### src/rtl/atomrvcore_hazard_ctrl.sv
`default_nettype none
// ============================================================================
//  Module   : atomrvcore_hazard_ctrl
//  Brief    : Hazard controller for the atomRVCORE five-stage pipeline.
//             Generates ALU forwarding selects, load-use stalls, memory-wait
//             freezes and post-redirect decode flushes, and keeps saturating
//             stall / redirect performance counters.
//  Revision : 1.0  initial release
// ============================================================================
module atomrvcore_hazard_ctrl #(
   parameter int REG_ADRESS_WIDTH = 5,
   parameter int FLUSH_CYCLES     = 2,
   parameter int CNT_WIDTH        = 16
) (
   input  logic                        clk_i,
   input  logic                        rst_i,
   input  logic [REG_ADRESS_WIDTH-1:0] RS1_d_i,
   input  logic [REG_ADRESS_WIDTH-1:0] RS2_d_i,
   input  logic [REG_ADRESS_WIDTH-1:0] RS1_e_i,
   input  logic [REG_ADRESS_WIDTH-1:0] RS2_e_i,
   input  logic [REG_ADRESS_WIDTH-1:0] RD_e_i,
   input  logic                        RWR_EN_e_i,
   input  logic                        DR_EN_e_i,
   input  logic [REG_ADRESS_WIDTH-1:0] RD_m_i,
   input  logic                        RWR_EN_m_i,
   input  logic [REG_ADRESS_WIDTH-1:0] RD_wb_i,
   input  logic                        RWR_EN_wb_i,
   input  logic                        redirect_i,
   input  logic                        mem_busy_i,
   output logic [1:0]                  fwd1_o,
   output logic [1:0]                  fwd2_o,
   output logic                        stall_f_o,
   output logic                        stall_d_o,
   output logic                        stall_e_o,
   output logic                        stall_m_o,
   output logic                        bubble_e_o,
   output logic                        flush_d_o,
   output logic [1:0]                  state_o,
   output logic [CNT_WIDTH-1:0]        stall_cycles_o,
   output logic [CNT_WIDTH-1:0]        redirect_count_o
);

   typedef enum logic [1:0] {
      ST_RUN      = 2'd0,
      ST_MEM_WAIT = 2'd1,
      ST_FLUSH    = 2'd2
   } state_t;

   // Remaining wrong-path slots after the redirect cycle itself.
   localparam logic [2:0] CNT_RELOAD = 3'(FLUSH_CYCLES - 1);
   localparam logic [REG_ADRESS_WIDTH-1:0] REG_X0 = '0;

   state_t                state_q, state_d;
   logic [2:0]            cnt_q, cnt_d;
   logic                  pend_q, pend_d;
   logic [CNT_WIDTH-1:0]  stall_cnt_q;
   logic [CNT_WIDTH-1:0]  redir_cnt_q;

   logic                  load_use;
   logic                  redir_take;
   logic                  redir_merged;

   assign load_use = DR_EN_e_i && RWR_EN_e_i && (RD_e_i != REG_X0) &&
                     ((RD_e_i == RS1_d_i) || (RD_e_i == RS2_d_i));

   // A redirect deferred by a memory wait merges with a fresh one.
   assign redir_merged = pend_q | redirect_i;

   // Operand forwarding: memory stage beats writeback, x0 never forwards.
   always_comb begin
      fwd1_o = 2'b00;
      fwd2_o = 2'b00;
      if (!rst_i) begin
         if (RWR_EN_m_i && (RD_m_i != REG_X0) && (RD_m_i == RS1_e_i))
            fwd1_o = 2'b01;
         else if (RWR_EN_wb_i && (RD_wb_i != REG_X0) && (RD_wb_i == RS1_e_i))
            fwd1_o = 2'b10;
         if (RWR_EN_m_i && (RD_m_i != REG_X0) && (RD_m_i == RS2_e_i))
            fwd2_o = 2'b01;
         else if (RWR_EN_wb_i && (RD_wb_i != REG_X0) && (RD_wb_i == RS2_e_i))
            fwd2_o = 2'b10;
      end
   end

   // Next-state and control outputs for the sequencing FSM.
   always_comb begin
      state_d    = state_q;
      cnt_d      = cnt_q;
      pend_d     = pend_q;
      stall_f_o  = 1'b0;
      stall_d_o  = 1'b0;
      stall_e_o  = 1'b0;
      stall_m_o  = 1'b0;
      bubble_e_o = 1'b0;
      flush_d_o  = 1'b0;
      redir_take = 1'b0;

      case (state_q)
         ST_RUN: begin
            if (mem_busy_i) begin
               {stall_f_o, stall_d_o, stall_e_o, stall_m_o} = 4'b1111;
               pend_d  = redirect_i;
               state_d = ST_MEM_WAIT;
            end else if (redirect_i) begin
               flush_d_o  = 1'b1;
               bubble_e_o = 1'b1;
               redir_take = 1'b1;
               if (FLUSH_CYCLES > 1) begin
                  state_d = ST_FLUSH;
                  cnt_d   = CNT_RELOAD;
               end
            end else if (load_use) begin
               stall_f_o  = 1'b1;
               stall_d_o  = 1'b1;
               bubble_e_o = 1'b1;
            end
         end

         ST_MEM_WAIT: begin
            if (mem_busy_i) begin
               {stall_f_o, stall_d_o, stall_e_o, stall_m_o} = 4'b1111;
               pend_d = redir_merged;
            end else begin
               pend_d  = 1'b0;
               state_d = ST_RUN;
               if (redir_merged) begin
                  flush_d_o  = 1'b1;
                  bubble_e_o = 1'b1;
                  redir_take = 1'b1;
                  if (FLUSH_CYCLES > 1) begin
                     state_d = ST_FLUSH;
                     cnt_d   = CNT_RELOAD;
                  end
               end else if (load_use) begin
                  stall_f_o  = 1'b1;
                  stall_d_o  = 1'b1;
                  bubble_e_o = 1'b1;
               end
            end
         end

         ST_FLUSH: begin
            if (mem_busy_i) begin
               // Freeze wins; the outstanding flush slots are abandoned and
               // any redirect seen now is replayed once memory is free.
               {stall_f_o, stall_d_o, stall_e_o, stall_m_o} = 4'b1111;
               pend_d  = redirect_i;
               cnt_d   = 3'd0;
               state_d = ST_MEM_WAIT;
            end else if (redirect_i) begin
               flush_d_o  = 1'b1;
               bubble_e_o = 1'b1;
               redir_take = 1'b1;
               cnt_d      = CNT_RELOAD;
            end else begin
               flush_d_o = 1'b1;
               cnt_d     = cnt_q - 3'd1;
               if (cnt_q == 3'd1)
                  state_d = ST_RUN;
            end
         end

         default: begin
            state_d = ST_RUN;
            cnt_d   = 3'd0;
            pend_d  = 1'b0;
         end
      endcase

      // Reset squashes decode and execute and drops every stall.
      if (rst_i) begin
         stall_f_o  = 1'b0;
         stall_d_o  = 1'b0;
         stall_e_o  = 1'b0;
         stall_m_o  = 1'b0;
         bubble_e_o = 1'b1;
         flush_d_o  = 1'b1;
         redir_take = 1'b0;
      end
   end

   // State register, flush down-counter, deferred redirect and perf counters.
   always_ff @(posedge clk_i) begin
      if (rst_i) begin
         state_q     <= ST_RUN;
         cnt_q       <= 3'd0;
         pend_q      <= 1'b0;
         stall_cnt_q <= '0;
         redir_cnt_q <= '0;
      end else begin
         state_q <= state_d;
         cnt_q   <= cnt_d;
         pend_q  <= pend_d;
         if (stall_f_o && !(&stall_cnt_q))
            stall_cnt_q <= stall_cnt_q + 1'b1;
         if (redir_take && !(&redir_cnt_q))
            redir_cnt_q <= redir_cnt_q + 1'b1;
      end
   end

   assign state_o          = state_q;
   assign stall_cycles_o   = stall_cnt_q;
   assign redirect_count_o = redir_cnt_q;

endmodule
`default_nettype wire
### config.mk
export PLATFORM = sky130hd
export DESIGN_NAME = atomrvcore_hazard_ctrl
export DESIGN_NICKNAME = d
export VERILOG_FILES = /design/src/rtl/atomrvcore_hazard_ctrl.sv
export SDC_FILE = /design/constraint.sdc
export NUM_CORES = 1
export LEC_CHECK = 0
export CORE_ASPECT_RATIO = 1.25
export CORE_MARGIN = 2
export CORE_UTILIZATION = 40
export DETAILED_ROUTE_END_ITERATION = 7
export GPL_ROUTABILITY_DRIVEN = 0
export GPL_TIMING_DRIVEN = 0
export PLACE_DENSITY = 0.76
export SLEW_MARGIN = 20
export SYNTH_ARGS = -nofsm -noshare
export SYNTH_HDL_FRONTEND = slang
export SYNTH_SLANG_ARGS = --single-unit
### constraint.sdc
create_clock -name clk_i -period 1.9 [get_ports clk_i]
set_input_delay 0.285 -clock clk_i [delete_from_list [all_inputs] [get_ports clk_i]]
set_output_delay 0.285 -clock clk_i [all_outputs]
set_load 0.005 [all_outputs]
==> impl_results.md, run 1 <==
- Outcome: finished, violations left
- Failing checks: setup timing
- DIE AREA: 0.00653 mm^2
- ANT nets after route: 0
- Top cell type's share of synthesized area: 0.323
- DR DRC count: 0
- Tmin final: 1.96 ns
- Measured slew at the worst slew-check pin: 0.581 ns
- First-pass GRT wire length: 11600 um
- F_max: 511 MHz
- Gr ovfl total: 0
- H-tree Lvls: 2
- Root buffer cell: clkbuf_8
- Largest area contributor in the netlist: dfxtp_1
- Required @ worst endpoint: 1.62 ns
- Critical R2R Launch: stall_cycles_o[10]$_SDFFE_PP0P_
- Crit-path max cell delay: 0.54 ns
- Largest net degree at the start of global routing: 11
- Port bufs: 86
- Starting Density: 0.411
- Worst vdd ir: 0.501 mV
- CTS tree: done
- Sequential area share after synthesis: 0.323
- Mapped Nets: 324
- Fin. Hold Viols: 0
- Final hold slack: 0.370 ns
- Netlist cell types: 52
- Ys async rst share: 0
- Critical Path, Cell by Cell: buf_8 > or4_4 > o21ai_4 > buf_6 > nor3_2 > nor4_1 > buf_2
- Fillers: 456
- Worst Skew: 0.00842 ns
- Top FF cell, synth: dfxtp_1
- Clock share of power: 0.322
- Slew HR: 0.613
- Total CTS buffers: 5
- Hpwl dp: 4950 um
- Final slew viol count: 0
- Placed Cells: 429
- Number of I/O pins: 87
- Number of flops mapped to enable cells by yosys: 0
- Worst setup EP type: primary output
- Worst Path Buf+Inv: 3
- Syn. warnings: 0
- Net Sw Power: 474 uW
- Vert. Die Dim: 89.9 um
- Setup CP Type: in -> out
- Max Cap Viol: 0
- Pwr Total: 1750 uW
- Final wirelength: 7460 um
- Post-layout util: 0.674
- Delay-heaviest family, CP: simple AND/OR/NAND/NOR gates
- Area Growth Syn to Fin: 64.0%
- Dpl cell area: 0.00331 mm^2
- HP Start: mem_busy_i
- Post-synthesis register bit count: 38
- Initial antenna violation count: 0
- Row cnt: 31
- Internal Power: 1280 uW
- Overall Global Routing Usage: 0.220
- Worst-path maximum fanout: 2
- RSZ-0062 raised after global routing: true
- Leakage: 0.00139 uW
- Via count: 2568
- Fin area: 0.00387 mm^2
- Vias in the first global route: 2526
- Comb pwr share: 0.212
- Final WS setup: -0.0558 ns
- Nets: 435
- Hold buffers post-CTS: 0
- Clock Latency Late Sink: 0.29 ns
- Drt via density: 5.67
- Final period utilization: 1.03
- Die Wd: 72.7 um
- Worst path arrival time: 1.67 ns
- DRT Pass-1 Iters: 4
- Top cells by area, synth: dfxtp_1, xnor2_1, xor2_1
- Std-Cell Core Area: 0.00574 mm^2
- Sequential share of power: 0.466
- Ratio of cells with drive above 1 in the final layout: 0.284
- WL per Instance: 16.5 um
- Final-report setup violation count: 3
- Pwr/cell area: 454 mW/mm^2
- Clock buffer depth: 2
- Initial DRC Count: 104
- Fin cells: 453
- CP max stage cell: or4_4
- Post-Syn Area: 0.00236 mm^2
- CP Launch Point: RD_m_i[4]
- Mean post-synth cell area: 8.51 um^2
- Mapped Cells: 277
- Critical Path Start Type: primary input
- N_diodes: 0
- Switching Share: 0.270
- Hold WC Path Type: in -> reg
- Clock Sinks: 38
- Worst-path clk slew: 0.07 ns
==> flip-flops by register name (all words and copies together), names as in the netlist <==
| signal | count |
|---|---|
| redirect_count_o | 16 |
| stall_cycles_o | 16 |
| cnt_q | 3 |
| state_o | 2 |
| pend_q | 1 |
==> cell type report <==
cell class / instances / area (um^2) / area share
plain buffers: 10 / 109 / 0.0281
clock buffers: 6 / 82.6 / 0.0213
inverters: 8 / 35.0 / 0.00906
multi-input cells: 218 / 1790 / 0.462
flip-flops and latches: 38 / 782 / 0.202
well taps: 66 / 82.6 / 0.0213
repair buffers: 107 / 988 / 0.255
==> logic make-up (layout without fill, tap and decap cells) <==
group                      count (synthesis)  in the layout  synth area share
AOI/OAI and AO/OA                         56             56             0.169
xor gates and xnor gates                  42             42             0.156
adders and majority gates                  4              4            0.0212
buffers and inverters                     21            131            0.0446
DFF                                       38             38             0.323
muxes                                      7              7            0.0324
and+or+nand+nor                          109            109             0.254
==> stage by stage <==
stage / setup WS (ns) / setup TNS [ns]
after floorplan: -0.0483 / -0.0659
after global placement: -1.05 / -21.34
after detailed placement: -1.09 / -23.06
after CTS: -0.129 / -0.195
after global routing: -0.0926 / -0.336
final: -0.0558 / -0.134
==> cell usage after synthesis (all sizes together) (6+ instances only) <==
| library cell | count |
|---|---|
| a21oi | 16 |
| nand4 | 8 |
| nor4 | 8 |
| xnor2 | 24 |
| nor2 | 23 |
| or4 | 7 |
| and3 | 6 |
| inv | 8 |
| buf | 9 |
| xor2 | 18 |
| o21ai | 9 |
| nand2 | 15 |
| dfxtp | 38 |
| nand3 | 12 |
==> worst paths after layout <==
kind                                         end  slack [ns]  cells after the start
setup / recovery                       fwd1_o[1]       -0.06                      7
hold / removal           state_o[0]$_SDFFE_PP0P_        0.37                      3
setup reg to reg  stall_cycles_o[5]$_SDFFE_PP0P_       -0.03                      7
hold reg to reg            cnt_q[1]$_SDFFE_PP0P_        0.49                      2
==> tightest hold or removal path: stages <==
cell	delay, ns
clkbuf_2	0.14
inv_2	0.13
a211oi_1	0.06
==> what timing repair did <==
item	CTS	global route
resized for setup	151	60
setup buffers	15	5
gates cloned	0	1
pin swaps	21	14
endpoints found under the setup margin	36	31
hold endpoints to repair	0	0
==> power groups by stage <==
stage	Clock (uW)	Sequential, uW	Combinational, uW
after detailed placement	0	836	324
after global placement	0	835	317
after CTS	567	819	346
after floorplan	0	834	148
final	564	818	372
after global routing	600	820	403
==> layer usage <==
layer | vias to the layer above | global-route usage | part of all wire
li1 | 1236 | - | -
met1 | 1235 | 0.242 | 0.37
met2 | 70 | 0.392 | 0.55
met3 | 27 | 0.0471 | 0.040
met4 | 0 | 0.0988 | 0.038
met5 | - | 0 | 0
==> layout by cell type (no fill, tap or decap), types with 4 or more instances in the layout <==
cell             instances
clkdlybuf4s15_2          4
buf_2                    9
buf_4                   17
a21oi_1                 14
mux2_4                   4
ha_1                     4
dlygate4sd2_1           10
nor2_1                  22
o21ai_0                  8
buf_6                    9
clkbuf_2                 6
dfxtp_1                 31
xor2_1                  18
xnor2_1                 23
dfxtp_4                  5
nand3_1                 12
nand4_1                  8
or4_1                    6
clkbuf_8                 8
inv_1                    5
clkdlybuf4s15_1          8
clkdlybuf4s50_1         43
nand2_1                 15
nor2b_1                  5
(Power assumes the default switching activity.)
==> run 2, diff against run 1 <==
--- a/config.mk
+++ b/config.mk
@@ -5,9 +5,10 @@
 export SDC_FILE = /design/constraint.sdc
 export NUM_CORES = 1
 export LEC_CHECK = 0
-export CORE_ASPECT_RATIO = 1.25
+export CORE_ASPECT_RATIO = 0.75
 export CORE_MARGIN = 2
 export CORE_UTILIZATION = 40
+export CTS_CLUSTER_SIZE = 25
 export DETAILED_ROUTE_END_ITERATION = 7
 export GPL_ROUTABILITY_DRIVEN = 0
 export GPL_TIMING_DRIVEN = 0
==> run 2 against run 1 <==
Effect of this change:
- the run still ends with setup timing left
- largest cell class unchanged
- clock-buffer cell count rose by 1
- clock power fell by 5.0%
- largest power group unchanged
- via count fell by 2.6%
- critical path type unchanged
- flip-flop and latch count did not move
==> impl_results.md, run 2 (synthesized netlist as in run 1, its figures left out) <==
- Outcome: finished, violations left
- Failing checks: setup timing
- Worst vdd ir: 0.227 mV (-55%)
- Vias in the first global route: 2319 (-8.2%)
- Root buffer cell: clkbuf_8
- Switching Share: 0.277 (+0.00685)
- Final WS setup: -0.0387 ns (+0.0171 ns)
- Ratio of cells with drive above 1 in the final layout: 0.276 (-0.00820)
- RR Endpoint: stall_cycles_o[13]$_SDFFE_PP0P_
- Hold path cells: 3 (unchanged)
- DR DRC count: 0 (unchanged)
- Total CTS buffers: 5 (unchanged)
- Hold EP: state_o[0]$_SDFFE_PP0P_
- Std-Cell Core Area: 0.00577 mm^2 (+0.44%)
- DRT Pass-1 Iters: 4 (unchanged)
- Starting Density: 0.409 (-0.00178)
- Net Sw Power: 475 uW (+0.27%)
- Clock buffer depth: 2 (unchanged)
- Gr ovfl total: 0 (unchanged)
- Critical Path Start Type: primary input
- Critical R2R Launch: stall_cycles_o[4]$_SDFFE_PP0P_
- Final wirelength: 7190 um (-3.6%)
- First-pass GRT wire length: 11000 um (-5.0%)
- Required @ worst endpoint: 1.62 ns (about the same)
- Max Cap Viol: 0 (unchanged)
- Worst-path maximum fanout: 3 (+1)
- Final hold slack: 0.372 ns (+0.00238 ns)
- Number of I/O pins: 87 (unchanged)
- Worst path arrival time: 1.65 ns (-0.02 ns)
- Worst setup EP type: primary output
- Internal Power: 1240 uW (-3.1%)
- R2R cell count: 4 (-3)
- Setup CP Type: in -> out
- H-tree Lvls: 2 (unchanged)
- Largest net degree at the start of global routing: 11 (unchanged)
- Final-report setup violation count: 3 (unchanged)
- Met3 Track Usage GR: 0.0604 (+0.0133)
- Met2 GRT Util: 0.325 (-0.0664)
- Area Growth Syn to Fin: 56.7%
- R2R setup slack: 0 ns (+0.03 ns)
- Most common cell after layout, fill and taps aside: clkdlybuf4s50_1
- Drt via density: 5.41 (-4.5%)
- Sequential share of power: 0.477 (+0.011)
- Final slew viol count: 0 (unchanged)
- Measured slew at the worst slew-check pin: 0.500 ns (-0.0811 ns)
- Initial DRC Count: 187 (+80%)
- Tmin final: 1.94 ns (-0.0171 ns)
- Hpwl dp: 4860 um (-1.8%)
- Via count: 2500 (-2.6%)
- Clock Sinks: 38 (unchanged)
- Vert. Die Dim: 70.5 um (-22%)
- Hold WC Path Type: in -> reg
- Worst-path clk slew: 0.07 ns (about the same)
- Fin. Hold Viols: 0 (unchanged)
- M1 GR Usage: 0.282 (+0.0403)
- Die Wd: 92.7 um (+27%)
- Pwr/cell area: 464 mW/mm^2 (+2.4%)
- Worst Skew: 0.00734 ns (-0.00108 ns)
- Clock Latency Late Sink: 0.29 ns (about the same)
- Row cnt: 24 (-23%)
- Port bufs: 86 (unchanged)
- Slew HR: 0.667 (+0.0541)
- HP Start: mem_busy_i
- Final period utilization: 1.02 (-0.00899)
- Nets: 431 (-0.92%)
- Most frequent cells in the layout: clkdlybuf4s50_1, dfxtp_1, xnor2_1
- RSZ-0062 raised after global routing: true
- F_max: 516 MHz (+0.88%)
- Pwr Total: 1720 uW (-2.2%)
- CTS tree: done
- N_diodes: 0 (unchanged)
- Leakage: 0.00133 uW (-4.6%)
- Initial antenna violation count: 0 (unchanged)
- Comb pwr share: 0.211 (about the same)
- GR peak layer: met2
- ANT nets after route: 0 (unchanged)
- WL per Instance: 15.6 um (-5.5%)
- Clock share of power: 0.312 (-0.010)
- Overall Global Routing Usage: 0.209 (-0.0111)
- DIE AREA: 0.00653 mm^2 (about the same)
==> run 2: worst max path at each step <==
stage | startpoint | end | slack, ns | depth (start not counted)
4_1_cts | RD_e_i[2] | stall_f_o | -0.13 | 8
3_5_place_dp | RD_e_i[0] | stall_f_o | -1.13 | 8
6_report | RD_e_i[2] | stall_f_o | -0.04 | 8
5_1_grt | RD_e_i[2] | stall_f_o | -0.08 | 8
2_1_floorplan | stall_cycles_o[7]$_SDFFE_PP0P_ | stall_cycles_o[5]$_SDFFE_PP0P_ | -0.05 | 8
3_3_place_gp | RD_e_i[0] | stall_f_o | -1.07 | 8
==> run 2: power groups by stage <==
stage | clock [uW] | sequential, uW | combinational [uW]
after CTS | 545 | 819 | 337
after floorplan | 0 | 834 | 148
after global placement | 0 | 835 | 317
after global routing | 581 | 819 | 392
after detailed placement | 0 | 835 | 326
final | 536 | 818 | 362
==> run 2: final cells by class <==
cell class	count	area [um^2]
Multi-Input combinational cell	218	1730
Sequential cell	38	777
Fill cell	475	2070
Buffer	10	85.1
Inverter	8	35.0
Timing Repair Buffer	103	892
Tap cell	78	97.6
Clock buffer	7	76.3
==> run 2: critical path, stage by stage <==
cell and delay, ns:
buf_8 0.10, or3_1 0.36, o311a_1 0.35, a31oi_4 0.19
buf_6 0.14, inv_4 0.03, buf_6 0.10, buf_6 0.10
==> run 2: per-layer routing <==
metal  part of all wire  wire [um]
met1               0.45       3230
met2               0.46       3300
met3              0.083        599
met4             0.0082         59
met5                  0          0
==> run 2: stage by stage <==
| step | cells | util | setup WS (ns) | setup TNS [ns] | cell area (um^2) |
|---|---|---|---|---|---|
| 3_3_place_gp | 441 | 0.576 | -1.07 | -21.66 | 3320 |
| 4_1_cts | 455 | 0.612 | -0.131 | -0.179 | 3530 |
| 6_report | 462 | 0.641 | -0.0387 | -0.0492 | 3690 |
| 3_5_place_dp | 441 | 0.576 | -1.13 | -24.21 | 3320 |
| 5_1_grt | 462 | 0.641 | -0.0816 | -0.459 | 3690 |
| 2_1_floorplan | 277 | - | -0.0483 | -0.0659 | 2360 |
==> run 2: repair_timing <==
action,in CTS,in global routing
pin swaps,27,16
setup endpoints to repair,38,25
resized for setup,155,52
hold buffers,0,0
buffers inserted,9,8
